File: src/rtl/mips_muldiv_if.sv
// Request/result bundle between the EX-stage pipeline controller and the
// multiply/divide unit: start/oper/operands in, busy/done/HI/LO out.
interface mips_muldiv_if;
    logic        start;
    logic [2:0]  oper;
    logic [31:0] a;
    logic [31:0] b;
    logic        busy;
    logic        done;
    logic [31:0] hi;
    logic [31:0] lo;

    // start is sampled on a rising edge and taken only while busy is low;
    // no ready/queue exists, so a start seen while busy is simply dropped.
    // done pulses for one cycle in the cycle hi/lo first show the new result.
    modport master (output start, oper, a, b, input busy, done, hi, lo);
    modport slave  (input start, oper, a, b, output busy, done, hi, lo);
endinterface

File: src/rtl/mips_muldiv.sv
// MIPS multiply/divide unit owning HI/LO: iterative shift-add multiply, restoring divide, MTHI/MTLO.
// Build option MULDIV_FAST_MUL_EN replaces the iterative multiply with a single-cycle product.
module mips_muldiv (
    input  logic              clk,
    input  logic              rst_n,
    mips_muldiv_if.slave      bus,
    output logic [1:0]        dbg_state_o
);

    typedef enum logic [1:0] {
        S_IDLE = 2'd0,
        S_CALC = 2'd1,
        S_FIX  = 2'd2
    } state_e;

    localparam logic [2:0] OP_MULT  = 3'd0;
    localparam logic [2:0] OP_MULTU = 3'd1;
    localparam logic [2:0] OP_DIV   = 3'd2;
    localparam logic [2:0] OP_DIVU  = 3'd3;
    localparam logic [2:0] OP_MTHI  = 3'd4;
    localparam logic [2:0] OP_MTLO  = 3'd5;

    state_e      state_q, state_d;
    logic [4:0]  cnt_q, cnt_d;
    logic [63:0] acc_q, acc_d;
    logic [31:0] opnd_q, opnd_d;
    logic        is_div_q, is_div_d;
    logic        neg_res_q, neg_res_d;
    logic        neg_rem_q, neg_rem_d;
    logic        div0_q, div0_d;
    logic [31:0] a_raw_q, a_raw_d;
    logic [31:0] hi_q, hi_d;
    logic [31:0] lo_q, lo_d;
    logic        done_q, done_d;

    logic        signed_op;
    logic        a_neg, b_neg;
    logic [31:0] a_abs, b_abs;
    logic [32:0] mul_sum;
    logic [32:0] rem_sh;
    logic [31:0] rem_sub;
    logic        div_ge;
    logic [63:0] prod_fix;
    logic [31:0] quot_fix, rem_fix;

    assign signed_op = (bus.oper == OP_MULT) || (bus.oper == OP_DIV);
    assign a_neg     = signed_op & bus.a[31];
    assign b_neg     = signed_op & bus.b[31];
    assign a_abs     = a_neg ? (32'd0 - bus.a) : bus.a;
    assign b_abs     = b_neg ? (32'd0 - bus.b) : bus.b;

    // Multiply: acc[31:0] holds the remaining multiplier bits, acc[63:32] the partial sum.
    assign mul_sum   = {1'b0, acc_q[63:32]} + (acc_q[0] ? {1'b0, opnd_q} : 33'd0);

    // Divide: acc[63:32] is the partial remainder, acc[31:0] shifts dividend out / quotient in.
    assign rem_sh    = acc_q[63:31];
    assign div_ge    = rem_sh >= {1'b0, opnd_q};
    assign rem_sub   = rem_sh[31:0] - opnd_q;

    assign prod_fix  = neg_res_q ? (64'd0 - acc_q) : acc_q;
    assign quot_fix  = neg_res_q ? (32'd0 - acc_q[31:0]) : acc_q[31:0];
    assign rem_fix   = neg_rem_q ? (32'd0 - acc_q[63:32]) : acc_q[63:32];

`ifdef MULDIV_FAST_MUL_EN
    logic [63:0] fast_a, fast_b, fast_prod;
    assign fast_a    = (bus.oper == OP_MULT) ? {{32{bus.a[31]}}, bus.a} : {32'd0, bus.a};
    assign fast_b    = (bus.oper == OP_MULT) ? {{32{bus.b[31]}}, bus.b} : {32'd0, bus.b};
    assign fast_prod = fast_a * fast_b;
`endif

    always_comb begin
        state_d   = state_q;
        cnt_d     = cnt_q;
        acc_d     = acc_q;
        opnd_d    = opnd_q;
        is_div_d  = is_div_q;
        neg_res_d = neg_res_q;
        neg_rem_d = neg_rem_q;
        div0_d    = div0_q;
        a_raw_d   = a_raw_q;
        hi_d      = hi_q;
        lo_d      = lo_q;
        done_d    = 1'b0;

        case (state_q)
            S_IDLE: begin
                if (bus.start) begin
                    case (bus.oper)
`ifdef MULDIV_FAST_MUL_EN
                        OP_MULT, OP_MULTU: begin
                            hi_d   = fast_prod[63:32];
                            lo_d   = fast_prod[31:0];
                            done_d = 1'b1;
                        end
`else
                        OP_MULT, OP_MULTU: begin
                            state_d   = S_CALC;
                            cnt_d     = 5'd0;
                            is_div_d  = 1'b0;
                            acc_d     = {32'd0, b_abs};
                            opnd_d    = a_abs;
                            neg_res_d = a_neg ^ b_neg;
                            neg_rem_d = 1'b0;
                            div0_d    = 1'b0;
                            a_raw_d   = bus.a;
                        end
`endif
                        OP_DIV, OP_DIVU: begin
                            state_d   = S_CALC;
                            cnt_d     = 5'd0;
                            is_div_d  = 1'b1;
                            acc_d     = {32'd0, a_abs};
                            opnd_d    = b_abs;
                            neg_res_d = a_neg ^ b_neg;
                            neg_rem_d = a_neg;
                            div0_d    = (bus.b == 32'd0);
                            a_raw_d   = bus.a;
                        end
                        OP_MTHI: begin
                            hi_d   = bus.a;
                            done_d = 1'b1;
                        end
                        OP_MTLO: begin
                            lo_d   = bus.a;
                            done_d = 1'b1;
                        end
                        default: ;
                    endcase
                end
            end
            S_CALC: begin
                if (is_div_q) begin
                    acc_d = {(div_ge ? rem_sub : rem_sh[31:0]), acc_q[30:0], div_ge};
                end else begin
                    acc_d = {mul_sum, acc_q[31:1]};
                end
                cnt_d = cnt_q + 5'd1;
                if (cnt_q == 5'd31) begin
                    state_d = S_FIX;
                end
            end
            S_FIX: begin
                state_d = S_IDLE;
                cnt_d   = 5'd0;
                done_d  = 1'b1;
                if (!is_div_q) begin
                    hi_d = prod_fix[63:32];
                    lo_d = prod_fix[31:0];
                end else if (div0_q) begin
                    // Divide-by-zero reports the raw dividend, bypassing sign correction.
                    hi_d = a_raw_q;
                    lo_d = 32'hFFFF_FFFF;
                end else begin
                    hi_d = rem_fix;
                    lo_d = quot_fix;
                end
            end
            default: state_d = S_IDLE;
        endcase
    end

    always_ff @(posedge clk or negedge rst_n) begin
        if (!rst_n) begin
            state_q   <= S_IDLE;
            cnt_q     <= 5'd0;
            acc_q     <= 64'd0;
            opnd_q    <= 32'd0;
            is_div_q  <= 1'b0;
            neg_res_q <= 1'b0;
            neg_rem_q <= 1'b0;
            div0_q    <= 1'b0;
            a_raw_q   <= 32'd0;
            hi_q      <= 32'd0;
            lo_q      <= 32'd0;
            done_q    <= 1'b0;
        end else begin
            state_q   <= state_d;
            cnt_q     <= cnt_d;
            acc_q     <= acc_d;
            opnd_q    <= opnd_d;
            is_div_q  <= is_div_d;
            neg_res_q <= neg_res_d;
            neg_rem_q <= neg_rem_d;
            div0_q    <= div0_d;
            a_raw_q   <= a_raw_d;
            hi_q      <= hi_d;
            lo_q      <= lo_d;
            done_q    <= done_d;
        end
    end

    assign bus.busy    = (state_q != S_IDLE);
    assign bus.done    = done_q;
    assign bus.hi      = hi_q;
    assign bus.lo      = lo_q;
    assign dbg_state_o = state_q;

endmodule

File: src/flat_wrapper.sv
// flat-port wrapper written by rule: the top's interface ports become plain ports
module mips_muldiv_flat 
  (clk, rst_n, dbg_state_o, bus_start, bus_oper, bus_a, bus_b, bus_busy, bus_done, bus_hi, bus_lo);
  mips_muldiv_if bus_i ();
  input  logic clk;
  input  logic rst_n;
  output logic [1:0] dbg_state_o;
  input wire logic [$bits(bus_i.start)-1:0] bus_start;
  input wire logic [$bits(bus_i.oper)-1:0] bus_oper;
  input wire logic [$bits(bus_i.a)-1:0] bus_a;
  input wire logic [$bits(bus_i.b)-1:0] bus_b;
  output wire logic [$bits(bus_i.busy)-1:0] bus_busy;
  output wire logic [$bits(bus_i.done)-1:0] bus_done;
  output wire logic [$bits(bus_i.hi)-1:0] bus_hi;
  output wire logic [$bits(bus_i.lo)-1:0] bus_lo;
  assign bus_i.start = bus_start;
  assign bus_i.oper = bus_oper;
  assign bus_i.a = bus_a;
  assign bus_i.b = bus_b;
  assign bus_busy = bus_i.busy;
  assign bus_done = bus_i.done;
  assign bus_hi = bus_i.hi;
  assign bus_lo = bus_i.lo;
  mips_muldiv u_core (.clk(clk), .rst_n(rst_n), .bus(bus_i), .dbg_state_o(dbg_state_o));
endmodule
File: config.mk
export PLATFORM = sky130hd
export DESIGN_NAME = mips_muldiv_flat
export DESIGN_NICKNAME = d
export VERILOG_FILES = /design/src/rtl/mips_muldiv_if.sv /design/src/rtl/mips_muldiv.sv /design/src/flat_wrapper.sv
export SDC_FILE = /design/constraint.sdc
export NUM_CORES = 1
export LEC_CHECK = 0
export CAP_MARGIN = 20
export CORE_MARGIN = 2
export CORE_UTILIZATION = 50
export DETAILED_ROUTE_END_ITERATION = 10
export PLACE_DENSITY = 0.73
export SYNTH_ARGS = -nofsm -noshare
export SYNTH_HDL_FRONTEND = slang
export SYNTH_SLANG_ARGS = --single-unit
File: constraint.sdc
create_clock -name clk -period 3.59 [get_ports clk]
set_input_delay 0.5385 -clock clk [delete_from_list [all_inputs] [get_ports clk]]
set_output_delay 0.5385 -clock clk [all_outputs]
set_load 0.03 [all_outputs]
==> After elaboration in Yosys (flattened, before gate mapping) <==
Index checks and enable logic that the tools add are counted.
{ "totals": {"register_bits": 204, "input_bits": 70, "word_cells": 93} }
{ "classes": {"addsub": 8, "order_cmp": 1, "n_eq_ne": 14, "mux": 35, "bitwise": 3, "reduce_logical": 20} }
{ "ops": {"columns": ["cell", "count"], "rows": [
  ["two-way mux 32 bit", 14],
  ["case mux 64 bit (2 select lines)", 2],
  ["two-way mux 64 bit", 3],
  ["case mux 32 bit (2 select lines)", 3],
  ["subtractor 1 x 32 -> 32 bit (first input constant)", 4],
  ["subtractor 1 x 64 -> 64 bit (first input constant)", 1],
  ["adder 32 x 33 -> 33 bit", 1],
  [">= comparator 33 x 32 -> 1 bit", 1],
  ["zero test 32 bit", 1],
  ["subtractor 32 bit", 1],
  ["AND reduction 3 bit", 7],
  ["case mux 5 bit (3 select lines)", 1],
  ["two-way mux 5 bit", 2],
  ["!= test 2 bit (second input constant)", 4],
  ["case mux 1 bit (2 select lines)", 4],
  ["nonzero test 2 bit", 4],
  ["equality test 3 x 2 -> 1 bit (second input constant)", 2],
  ["equality test 3 bit (second input constant)", 2],
  ["two-way mux 2 bit", 3],
  ["OR reduction 2 bit", 3],
  ["adder 5 x 1 -> 5 bit (second input constant)", 1],
  ["equality test 5 bit (second input constant)", 1],
  ["case mux 2 bit (2 select lines)", 1],
  ["OR reduction 4 bit", 1],
  ["12 further kinds", 14]
]} }

==> Logic depth before layout (Yosys ltp) <==
Gate-level depths: netlist of the first run.
{ "depth": {"word_depth": 7, "ltp_mapped": 14, "ltp_nobuf": 13} }

==> Least setup slack after synthesis of the first run <==
No wires, ideal clock.
{ "synth_timing": {"path_kind": "reg2reg", "from": "register u_core.acc_q[0]", "to": "register u_core.acc_q[59]", "t_arrival_ps": 3309, "t_required_ps": 3508, "setup_slack_ps": 199, "path_stages_with_launch": 14, "path_buffers": 1, "path_cell_list": "dfrtp_1 inv_1 clkbuf_1 nor2_1 ha_1 a211oi_1 o21bai_1 a21o_1 a221o_1 a2111oi_2 nor4_1 o31a_1 a311o_1 a31oi_1"} }
{ "synth_via": {"elab_chain_len": 4} }
{ "synth_lines": {"columns": ["element", "line_no", "text"], "rows": [
  ["start, declared", "mips_muldiv.sv:25", "logic [63:0] acc_q, acc_d;"],
  ["start signal, assigned", "mips_muldiv.sv:166", "acc_q <= 64'd0;"],
  ["start signal, assigned", "mips_muldiv.sv:179", "acc_q <= acc_d;"],
  ["two-way mux 32 bit", "mips_muldiv.sv:53", "assign mul_sum = {1'b0, acc_q[63:32]} + (acc_q[0] ? {1'b0, opnd_q} : 33'd0);"],
  ["adder 32 x 33 -> 33 bit", "mips_muldiv.sv:53", null],
  ["two-way mux 64 bit", "mips_muldiv.sv:132", "if (is_div_q) begin"],
  ["case mux 64 bit (2 select lines)", "mips_muldiv.sv:85", "case (state_q)"]
]} }
No other way between the ends.
A chain may end at the register's enable or synchronous reset.

==> Final worst setup path of the first run <==
{ "layout_timing": {"from": "register u_core.acc_q[32]", "to": "register u_core.hi_q[30] (netlist: u_core.bus.hi[30])"} }
{ "layout_via": {"elab_chain_len": 5} }
{ "layout_lines": {"columns": ["element", "line_no", "text"], "rows": [
  ["subtractor 1 x 32 -> 32 bit", "mips_muldiv.sv:62", "assign rem_fix = neg_rem_q ? (32'd0 - acc_q[63:32]) : acc_q[63:32];"],
  ["two-way mux 32 bit", "mips_muldiv.sv:62", null],
  ["two-way mux 32 bit", "mips_muldiv.sv:149", "end else if (div0_q) begin"],
  ["two-way mux 32 bit *", "mips_muldiv.sv:146", "if (!is_div_q) begin"],
  ["case mux 32 bit (2 select lines) *", "mips_muldiv.sv:85", null],
  ["end signal, assigned", "mips_muldiv.sv:186", "hi_q <= hi_d;"],
  ["end, declared", "mips_muldiv.sv:32", "logic [31:0] hi_q, hi_d;"]
]} }
Mark *: on every way between the ends. The rest lies on a longest branch, timed or not.

==> impl_results.rst, run 1 <==
.. list-table::
   :header-rows: 1

   * - Metric
     - Value
   * - Status
     - complete, no violations
   * - Worst setup slack for register-to-register paths
     - 0.09 ns
   * - FF/Latch Area
     - 5110 sq um
   * - Async SR Flop Fraction
     - 100%
   * - Unique masters post-synth
     - 81
   * - Share of final-layout standard cells stronger than drive strength 1
     - between 10% and 20%
   * - WL/cell
     - ~23 microns
   * - Max-capacitance violation count
     - 0
   * - Most used flip-flop cell after synthesis
     - dfrtp_1
   * - Most common cell after layout, fill and taps aside
     - nand2_1
   * - Remaining design rule violation count
     - 0
   * - Largest net degree at the start of global routing
     - 80
   * - Overall via count from detail_route
     - approximately 18k
   * - Number of clock sinks
     - about 200
   * - Overall die area
     - between 30,000 and 40,000 sq um
   * - Post-synthesis instance area
     - around 17,000 sq um
   * - Mapped Cells
     - around 2.2k
   * - Arrival time reported for the critical path endpoint
     - between 3 and 4 ns
   * - Final standard cell utilization of the core
     - 62.6%
   * - Avg Inst Size Synth
     - approximately 7.7 sq um
   * - Met3 capacity usage during global routing
     - approximately 6.9%
   * - Final-report setup violation count
     - 0
   * - Maximum level of the CTS H-tree
     - 1
   * - Initial antenna violation count
     - 0
   * - Reg2reg end
     - u_core.bus.hi[30]
   * - Max_slew headroom
     - between 40% and 50%
   * - Portion of the clock cycle consumed by the worst path in the final layout
     - 97.6%
   * - Aggregate global-route resource usage
     - roughly 37%
   * - Highest clock rate
     - around 290 MHz
   * - Multi-input gate area in the final layout
     - ~11,000 sq um
   * - Number of port buffers
     - 137
   * - Clock buffers created by TritonCTS
     - 24
   * - ANT nets after route
     - 0
   * - Sort of element at the end of the critical path
     - flop
   * - Instance count after placement with tap cells included
     - about 2.9k
   * - Vias in the first global route
     - about 17k
   * - Core ar.
     - between 30,000 and 40,000 sq um
   * - Leading cell types in the layout, fill and taps excluded
     - 348 x nand2_1, 227 x o21ai_0, 202 x dfrtp_1
   * - EDFF count, synth
     - 0
   * - Maximum fanout count along the critical path
     - 8
   * - Drt first-iter violations
     - roughly 2.2k
   * - Number of flip-flops and latches in the synthesized netlist
     - 204
   * - CTS tree
     - yes
   * - Number of pins exceeding their max-slew limit in the final report
     - 0
   * - Busiest metal layer after global routing
     - met2
   * - Sequential area share after synthesis
     - between 20% and 30%
   * - Post-Route Skew
     - approximately 0.014 ns
   * - Total leakage power
     - about 9 nW
   * - Cell Pwr Density
     - about 1100 nW/um^2
   * - Cell Count, Final, Fillers Out
     - 2,900
   * - Source-to-sink clock delay at the later pin of the worst-skew pair
     - around 0.54 ns
   * - Fill cell total of the finished layout
     - about 3.0k
   * - Crit start category
     - flop
   * - Chip Width
     - between 150 and 200 microns
   * - Syn_nets
     - 2,370
   * - Starting density of the core
     - 50.9%
   * - Met2 usage in global routing
     - a little under three fifths
   * - Clock slew seen by the registers of the worst setup and hold paths
     - about 0.060 ns
   * - Total wire length
     - around 67,000 microns
   * - Hold buffer count at CTS
     - 0
   * - First drt pass iteration count
     - 8
   * - Kind of critical path
     - reg2reg
   * - Last weighted congestion value of the routability-driven placer
     - slightly above 1
   * - Number of ports placed on the die boundary
     - about 140
   * - # rows
     - 67
   * - CTS Buffer Depth
     - 3
   * - Kind of path behind the tightest hold check
     - in2async
   * - Worst reg2reg path startpoint
     - u_core.acc_q[32]
   * - Worst slew pin tran
     - between 0.8 and 0.9 ns
   * - Worst supply voltage drop on vdd
     - slightly above 0.0008 V
   * - Clock root buffer master
     - clkbuf_16
   * - Final hold viol count
     - 0
   * - Detail Placement HPWL
     - approximately 51,000 microns
   * - Die H
     - around 190 microns
   * - Final net count
     - approximately 2.6k
   * - Required time worst endpoint
     - roughly 4 ns
   * - P&R area growth vs syn
     - 22.9%
   * - Met1 track demand over resource
     - about half
   * - Setup_tns
     - 0 ns
   * - Vias per Instance
     - approximately 6.3
   * - Final Hold Slack
     - between 0.03 and 0.04 ns
   * - Min cycle time layout
     - about 3.5 ns
   * - Wire length of the first global-routing pass
     - roughly 100,000 microns
   * - Number of warnings reported in the yosys synthesis log
     - 0
   * - Number of cell instances on the worst register-to-register path
     - 11
   * - Grt ovf
     - 0
cell families (layout without fill, tap and decap cells):
group / Yosys count / count (layout) / share of synthesized area [%]
multiplexers: 71 / 71 / 4.20
adder cells (fa/ha/maj): 72 / 72 / 5.35
buffers and inverters: 229 / 452 / 5.36
AO/OA/AOI/OAI: 688 / 688 / 24.9
XOR/XNOR: 200 / 200 / 10.2
other: 0 / 1 / 0
AND/OR/NAND/NOR: 764 / 764 / 20.2
flip-flops: 204 / 204 / 29.8
routing by layer:
layer / up-vias / wire, microns / share of wire (%)
met2: 1084 / 29000 / 43
met4: 0 / 3850 / 5.8
met5: - / 0 / 0
met3: 179 / 7130 / 11
met1: 8706 / 26900 / 40
li1: 8317 / - / -
synthesized netlist by cell type, drive strengths merged (28+ instances only):
library cell  instances  area [sq um]
nand2               348          1310
o21ai               232          1170
dfrtp               204          5100
nor2                186           701
a21oi               166           831
clkbuf              128           482
xnor2               126          1100
xor2                 74           648
ha                   70           876
inv                  67           251
mux2i                65           651
nand3                43           215
o211ai               38           285
o31ai                34           260
buf                  33           180
nor3                 33           165
o22ai                33           206
a21o                 28           210
per-stage QoR:
step	cell area (sq um)	total power [mW]	setup WS, ns
finish	21000	23.4	0.0870
global route	21000	24.9	-0.0130
CTS	20900	22.9	0.0179
detailed placement	20000	20.0	0.0542
global placement	20000	19.8	0.0457
floorplan	17100	14.4	0.199
state kept, by name, indices dropped and copies added, names as in the netlist:
register and cells:
u_core.acc_q 64, u_core.a_raw_q 32, u_core.bus.hi 32, u_core.bus.lo 32, u_core.opnd_q 32, u_core.cnt_q 5, u_core.dbg_state_o 2, u_core.bus.done 1
u_core.div0_q 1, u_core.is_div_q 1, u_core.neg_rem_q 1, u_core.neg_res_q 1
how the worst max path moves through the flow:
stage	from	end	slack, ns
4_1_cts	u_core.acc_q[33]	u_core.bus.hi[30]	0.02
2_1_floorplan	u_core.acc_q[0]	u_core.acc_q[59]	0.20
3_5_place_dp	u_core.acc_q[33]	u_core.bus.hi[30]	0.05
3_3_place_gp	u_core.acc_q[31]	u_core.acc_q[58]	0.05
6_report	u_core.acc_q[32]	u_core.bus.hi[30]	0.09
5_1_grt	u_core.acc_q[31]	u_core.acc_q[58]	-0.01
what timing repair did:
| item | CTS | global route |
|---|---|---|
| endpoints found under the setup margin | 0 | 26 |
| setup buffers | 0 | 1 |
| resized for setup | 0 | 16 |
area by class of cell:
cell class | count | share of cell area [%]
diodes | 1 | 0.0119
clock buffers | 29 | 3.14
clock inverters | 14 | 1.08
inverters | 68 | 1.21
multi-input cells | 1795 | 53.4
flip-flops and latches | 204 | 24.3
well taps | 448 | 2.66
repair buffers | 341 | 14.2
worst max-delay path, stage by stage, from the launching register on:
cell and delay [ns]:
dfrtp_1 0.38, buf_4 0.17, inv_1 0.11, ha_2 0.23, or3b_4 0.42, or4b_4 0.51
or3b_4 0.47, o21ai_0 0.29, xor2_1 0.22, o21ai_0 0.11, a222oi_1 0.34, o21ai_1 0.11
report_power, final:
part / leakage, nW / internal [mW] / switching (mW) / total [mW]
clock: 0.437 / 1.74 / 1.08 / 2.81
combinational: 6.06 / 6.80 / 9.38 / 16.2
sequential: 2.51 / 3.39 / 1.01 / 4.40
Note: power is estimated with default switching activity, not from simulation.
==> run 2: changes to the inputs <==
--- a/config.mk
+++ b/config.mk
@@ -9,6 +9,7 @@
 export CORE_MARGIN = 2
 export CORE_UTILIZATION = 50
 export DETAILED_ROUTE_END_ITERATION = 10
+export GPL_TIMING_DRIVEN = 0
 export PLACE_DENSITY = 0.73
 export SYNTH_ARGS = -nofsm -noshare
 export SYNTH_HDL_FRONTEND = slang
==> run 2 against run 1 <==
Compared with the run above: the flow now finishes with violations (hold timing, setup timing); die area stayed put; hold slack worse by 0.046 ns; clock power is 8.5% higher; largest cell class unchanged.
==> impl_results.rst, run 2 (synthesis gave the netlist of run 1 again) <==
.. list-table::
   :header-rows: 1

   * - Metric
     - Value
   * - Status
     - finished with violations
   * - Violations in the final reports
     - hold timing, setup timing
   * - Number of pins exceeding their max-slew limit in the final report
     - 0
   * - Clock root buffer master
     - clkbuf_16
   * - Highest clock rate
     - about 280 MHz
   * - Grt ovf
     - 0
   * - Largest register FFs
     - 64
   * - Int Pwr
     - between 10 and 15 mW
   * - Worst supply voltage drop on vdd
     - 0.000703 V
   * - Drt first-iter violations
     - ~2.1k
   * - Worst slew pin tran
     - roughly 1 ns
   * - Max_slew headroom
     - 32.4%
   * - Clock slew seen by the registers of the worst setup and hold paths
     - roughly 0.070 ns
   * - First drt pass iteration count
     - 6
   * - Aggregate global-route resource usage
     - 39.6%
   * - Chip Width
     - approximately 190 microns
   * - Maximum level of the CTS H-tree
     - 1
   * - Path length in cells of the critical path
     - 11
   * - Min cycle time layout
     - between 3 and 4 ns
   * - Worst setup path endpoint
     - u_core.acc_q[60]
   * - Max stage delay on crit path
     - about 0.84 ns
   * - Starting density of the core
     - approximately 51%
   * - Remaining design rule violation count
     - 0
   * - WL/cell
     - between 20 and 30 microns
   * - Hold buffer count at CTS
     - 0
   * - Post-Route Skew
     - 0.0162 ns
   * - Instance count after placement with tap cells included
     - around 2.8k
   * - Kind of path behind the tightest hold check
     - in2async
   * - Final standard cell utilization of the core
     - 60.5%
   * - Number of clock sinks
     - around 200
   * - Master of the slowest instance on the critical path
     - a2111oi_0
   * - Core ar.
     - 33,600 sq um
   * - Final net count
     - 2,534
   * - Arrival time reported for the critical path endpoint
     - between 4 and 5 ns
   * - Total wire length
     - between 70,000 and 80,000 microns
   * - ANT nets after route
     - 0
   * - Final Worst Setup Slack
     - -0.0135 ns
   * - Worst setup slack for register-to-register paths
     - -0.01 ns
   * - Cell Pwr Density
     - between 1000 and 1500 nW/um^2
   * - Overall via count from detail_route
     - ~18k
   * - Final Hold Slack
     - -0.00733 ns
   * - P&R area growth vs syn
     - 18.8%
   * - Most common cell after layout, fill and taps aside
     - nand2_1
   * - Part of the power in registers
     - 19.2%
   * - Overall die area
     - 35,700 sq um
   * - Initial antenna violation count
     - 1
   * - Sort of element at the end of the critical path
     - flop
   * - Net load switching power
     - ~12 mW
   * - Clock buffers created by TritonCTS
     - 26
   * - Number of cell instances on the worst register-to-register path
     - 11
   * - # rows
     - 67
   * - Number of ports placed on the die boundary
     - about 140
   * - Kind of critical path
     - reg2reg
   * - Number of port buffers
     - 127
   * - Reg2reg end
     - u_core.acc_q[60]
   * - CTS tree
     - yes
   * - Worst setup path startpoint
     - u_core.opnd_q[11]
   * - Share of total power consumed by net switching
     - between 50% and 60%
   * - Leading cell types in the layout, fill and taps excluded
     - 348 x nand2_1, 226 x o21ai_0, 198 x dfrtp_1
   * - Cell Count, Final, Fillers Out
     - ~2.9k
   * - Wire length of the first global-routing pass
     - around 110,000 microns
   * - Cells along the critical path
     - inv_1 > ha_1 > and3_1 > o211a_1 > o31a_1 > o21bai_1 > a2111oi_0 > o21ai_0 > nand3_1 > a21oi_1 > a221o_1
   * - Number of buffer and inverter instances along the worst setup path
     - 1
   * - Largest register by flop count
     - u_core.acc_q
   * - Fill cell total of the finished layout
     - 3,114
   * - Vias in the first global route
     - about 17k
   * - Last weighted congestion value of the routability-driven placer
     - between 1 and 1.5
   * - Share of final-layout standard cells stronger than drive strength 1
     - under 10%
   * - Final-report setup violation count
     - 1
   * - Cell family contributing the most delay on the critical path
     - compound AO/OA/AOI/OAI gates
   * - Final hold viol count
     - 2
   * - Setup_tns
     - -0.0135 ns
   * - Part of the total power dissipated in combinational logic
     - ~68%
   * - Detail Placement HPWL
     - approximately 56,000 microns
   * - Crit start category
     - flop
   * - Worst reg2reg path startpoint
     - u_core.opnd_q[11]
   * - Proportion of power drawn by the clock network
     - a little over an eighth
   * - Largest net degree at the start of global routing
     - approximately 110
   * - CTS Buffer Depth
     - 3
   * - Die H
     - roughly 190 microns
   * - Required time worst endpoint
     - between 4 and 5 ns
   * - Overall power
     - between 20 and 25 mW
   * - Total leakage power
     - 8.39 nW
   * - Portion of the clock cycle consumed by the worst path in the final layout
     - 100%
   * - Maximum fanout count along the critical path
     - 6
   * - Vias per Instance
     - between 6 and 7
   * - Max-capacitance violation count
     - 0
   * - Source-to-sink clock delay at the later pin of the worst-skew pair
     - between 0.5 and 0.6 ns
==> run 2: cell count changes in the layout (fill, tap and decap cells not counted), sizes merged <==
cell	previous run	this run
inv	67	70
clkdlybuf4s50	135	126
clkbuf	30	153
bufinv	6	7
clkinv	8	6
buf	205	49
==> run 2: worst min-delay path by stage <==
stage	to	start	cells after the start
floorplan	u_core.a_raw_q[0]	rst_n	0
global placement	u_core.a_raw_q[16]	u_core.a_raw_q[16]	2
detailed placement	u_core.a_raw_q[16]	u_core.a_raw_q[16]	2
CTS	u_core.bus.hi[9]	rst_n	1
global route	u_core.bus.hi[12]	rst_n	1
finish	u_core.bus.hi[3]	rst_n	1
==> run 2: metrics by stage <==
step | cell area [sq um] | worst slack, ns | hold WS (ns)
after floorplan | 17100 | 0.199 | 0.243
after global placement | 18900 | -6.81 | 0.461
after detailed placement | 19000 | -0.660 | 0.464
after CTS | 20100 | -0.0123 | 0.0655
after global routing | 20300 | -0.00253 | 0.0892
final | 20300 | -0.0135 | -0.00733
==> run 2: routing by layer <==
layer / global-route usage (%) / vias to the layer above / share of wire, %
li1: - / 8239 / -
met1: 55.8 / 8772 / 42
met2: 59.3 / 1072 / 43
met3: 7.41 / 160 / 10
met4: 17.1 / 2 / 4.5
met5: 0 / - / 0.018
==> run 2: final cells by class <==
| class | instances | area (sq um) | area share, % |
|---|---|---|---|
| clock buffer | 31 | 711 | 3.49 |
| inverter | 68 | 258 | 1.27 |
| timing repair buffer | 141 | 1400 | 6.89 |
| antenna | 1 | 2.50 | 0.0123 |
| clock inverter | 16 | 279 | 1.37 |
| sequential | 204 | 5110 | 25.1 |
| tap | 448 | 561 | 2.76 |
| buffer | 156 | 669 | 3.29 |
| multi-input combinational | 1795 | 11300 | 55.8 |
==> run 2: repair_timing <==
action / in CTS / in global routing
gates resized for setup: 36 / 31
endpoints found under the setup margin: 39 / 38
setup buffers: 5 / 8
pin swaps: 2 / 9
==> run 2: power by group through the flow <==
stage | Clock [mW] | Sequential (mW) | Combinational, mW
5_1_grt | 3.14 | 4.52 | 17.0
3_3_place_gp | 0 | 4.38 | 14.5
2_1_floorplan | 0 | 4.57 | 9.87
6_report | 3.05 | 4.45 | 15.7
3_5_place_dp | 0 | 4.41 | 14.6
4_1_cts | 3.04 | 4.37 | 15.0
==> edit: new RTL, settings of run 2 <==
Put one more register stage on the output `dbg_state_o`, cleared by the reset. The value now appears one clock later. The other outputs are not delayed to match.
--- a/src/rtl/mips_muldiv.sv
+++ b/src/rtl/mips_muldiv.sv
@@ -193,7 +193,13 @@
     assign bus.done    = done_q;
     assign bus.hi      = hi_q;
     assign bus.lo      = lo_q;
-    assign dbg_state_o = state_q;
+    always_ff @(posedge clk or negedge rst_n) begin
+        if (!rst_n) begin
+            dbg_state_o <= '0;
+        end else begin
+            dbg_state_o <= state_q;
+        end
+    end
 
 endmodule
 
Check against the original RTL: not equivalent (a bounded check fails within 4 cycles, from zero or initial values and one cycle with rst_n low).
==> edit against run 2 <==
The run ends with hold timing left; wire length decreased by 3.4%; sequential cell count increased by 2; critical path depth decreased by 1; combinational power decreased by 6%; die area decreased by 1.6%; setup slack improved by 0.075 ns; final area decreased by 3.0%; count of clock-buffer cells in the layout increased by 6; power decreased by 5.4%; clock skew increased by 0.0083 ns; sequential share of layout area increased by 1.0 points; non-clock buffer count decreased by 10; area after synthesis decreased by 1.6%; largest power group unchanged; highest routed layer unchanged.
==> edit: results (changes against run 2) <==
Status: complete, but fails checks
Violated checks: hold timing
Largest cells by area after synthesis: dfrtp_1, nand2_1, o21ai_0, xnor2_1, ha_1
Placed cell count: 2749 (-2.0%)
First-pass GRT wire length: 105 mm (-2.2%)
Nets: 2467 (-2.6%)
CP startpoint: bus_a[4]
Origin of the critical flop-to-flop path: u_core.acc_q[36]
Nature of the critical path startpoint: primary input
Complex-gate fraction of the synthesized area: 24.5% (-0.40 points)
Pwr dens: 1110 nW/um2 (-2.5%)
Placement Setup Slack: -0.811 ns (-0.152 ns)
Min Hold Slack: -0.0354 ns (-0.0280 ns)
Post-synthesis sequential area ratio: 30.6% (+0.78 points)
Syn Nets: 2312 (-2.4%)
Slew HR: 21.0% (-11 points)
Placed Area: 18700 um2 (-1.3%)
Vias in the first global route: 17300 (+2.2%)
CP Data Arrival Time: 4.01 ns (-0.02 ns)
Initial antenna violation count: 2 (+1)
CTS Buf Count: 25 (-3.8%)
Final hold vios: 19 (+17)
R2r endpoint: u_core.bus.hi[30]
Synth cell types: 72 (-11%)
Via Count: 18100 (-0.53%)
Crit path to: u_core.acc_q[20]
Iter 0 DRT Violations: 2110 (+1.2%)
CP delay by family, top: simple AND/OR/NAND/NOR gates
Synth Area in Adders: 5.44% (+0.086 points)
Pleak: 8.00 nW (-4.6%)
Final setup margin: 0.0614 ns (+0.0749 ns)
Final WL: 70.1 mm (-3.4%)
Max stage delay cell, worst path: clkdlybuf4s50_1
-- edit: routing by layer --
layer	vias to the layer above	GRT usage [%]
met5	-	0
met4	4	22.3
met3	244	7.88
met2	1173	59.7
met1	8671	51.3
li1	8056	-
-- edit: power by group --
part / internal [mW] / leakage [nW] / total, mW / switching [mW]
Sequential: 3.43 / 2.53 / 4.54 / 1.11
Combinational: 5.49 / 5.06 / 14.7 / 9.25
Clock: 1.61 / 0.413 / 2.69 / 1.08
-- edit: final cells by class --
| type | count | area share (%) |
|---|---|---|
| clock buffers | 37 | 3.65 |
| multi-input cells | 1739 | 55.4 |
| inverters | 66 | 1.26 |
| plain buffers | 153 | 3.09 |
| repair buffers | 134 | 6.89 |
| well taps | 448 | 2.84 |
| clock inverters | 8 | 0.685 |
| flip-flops and latches | 206 | 26.2 |
-- edit: what timing repair did --
action,4_1_cts,5_1_grt
hold buffers,0,0
resized for setup,26,20
cloned,0,0
setup endpoints to repair,48,40
buffers inserted,0,3
pin swaps,0,5
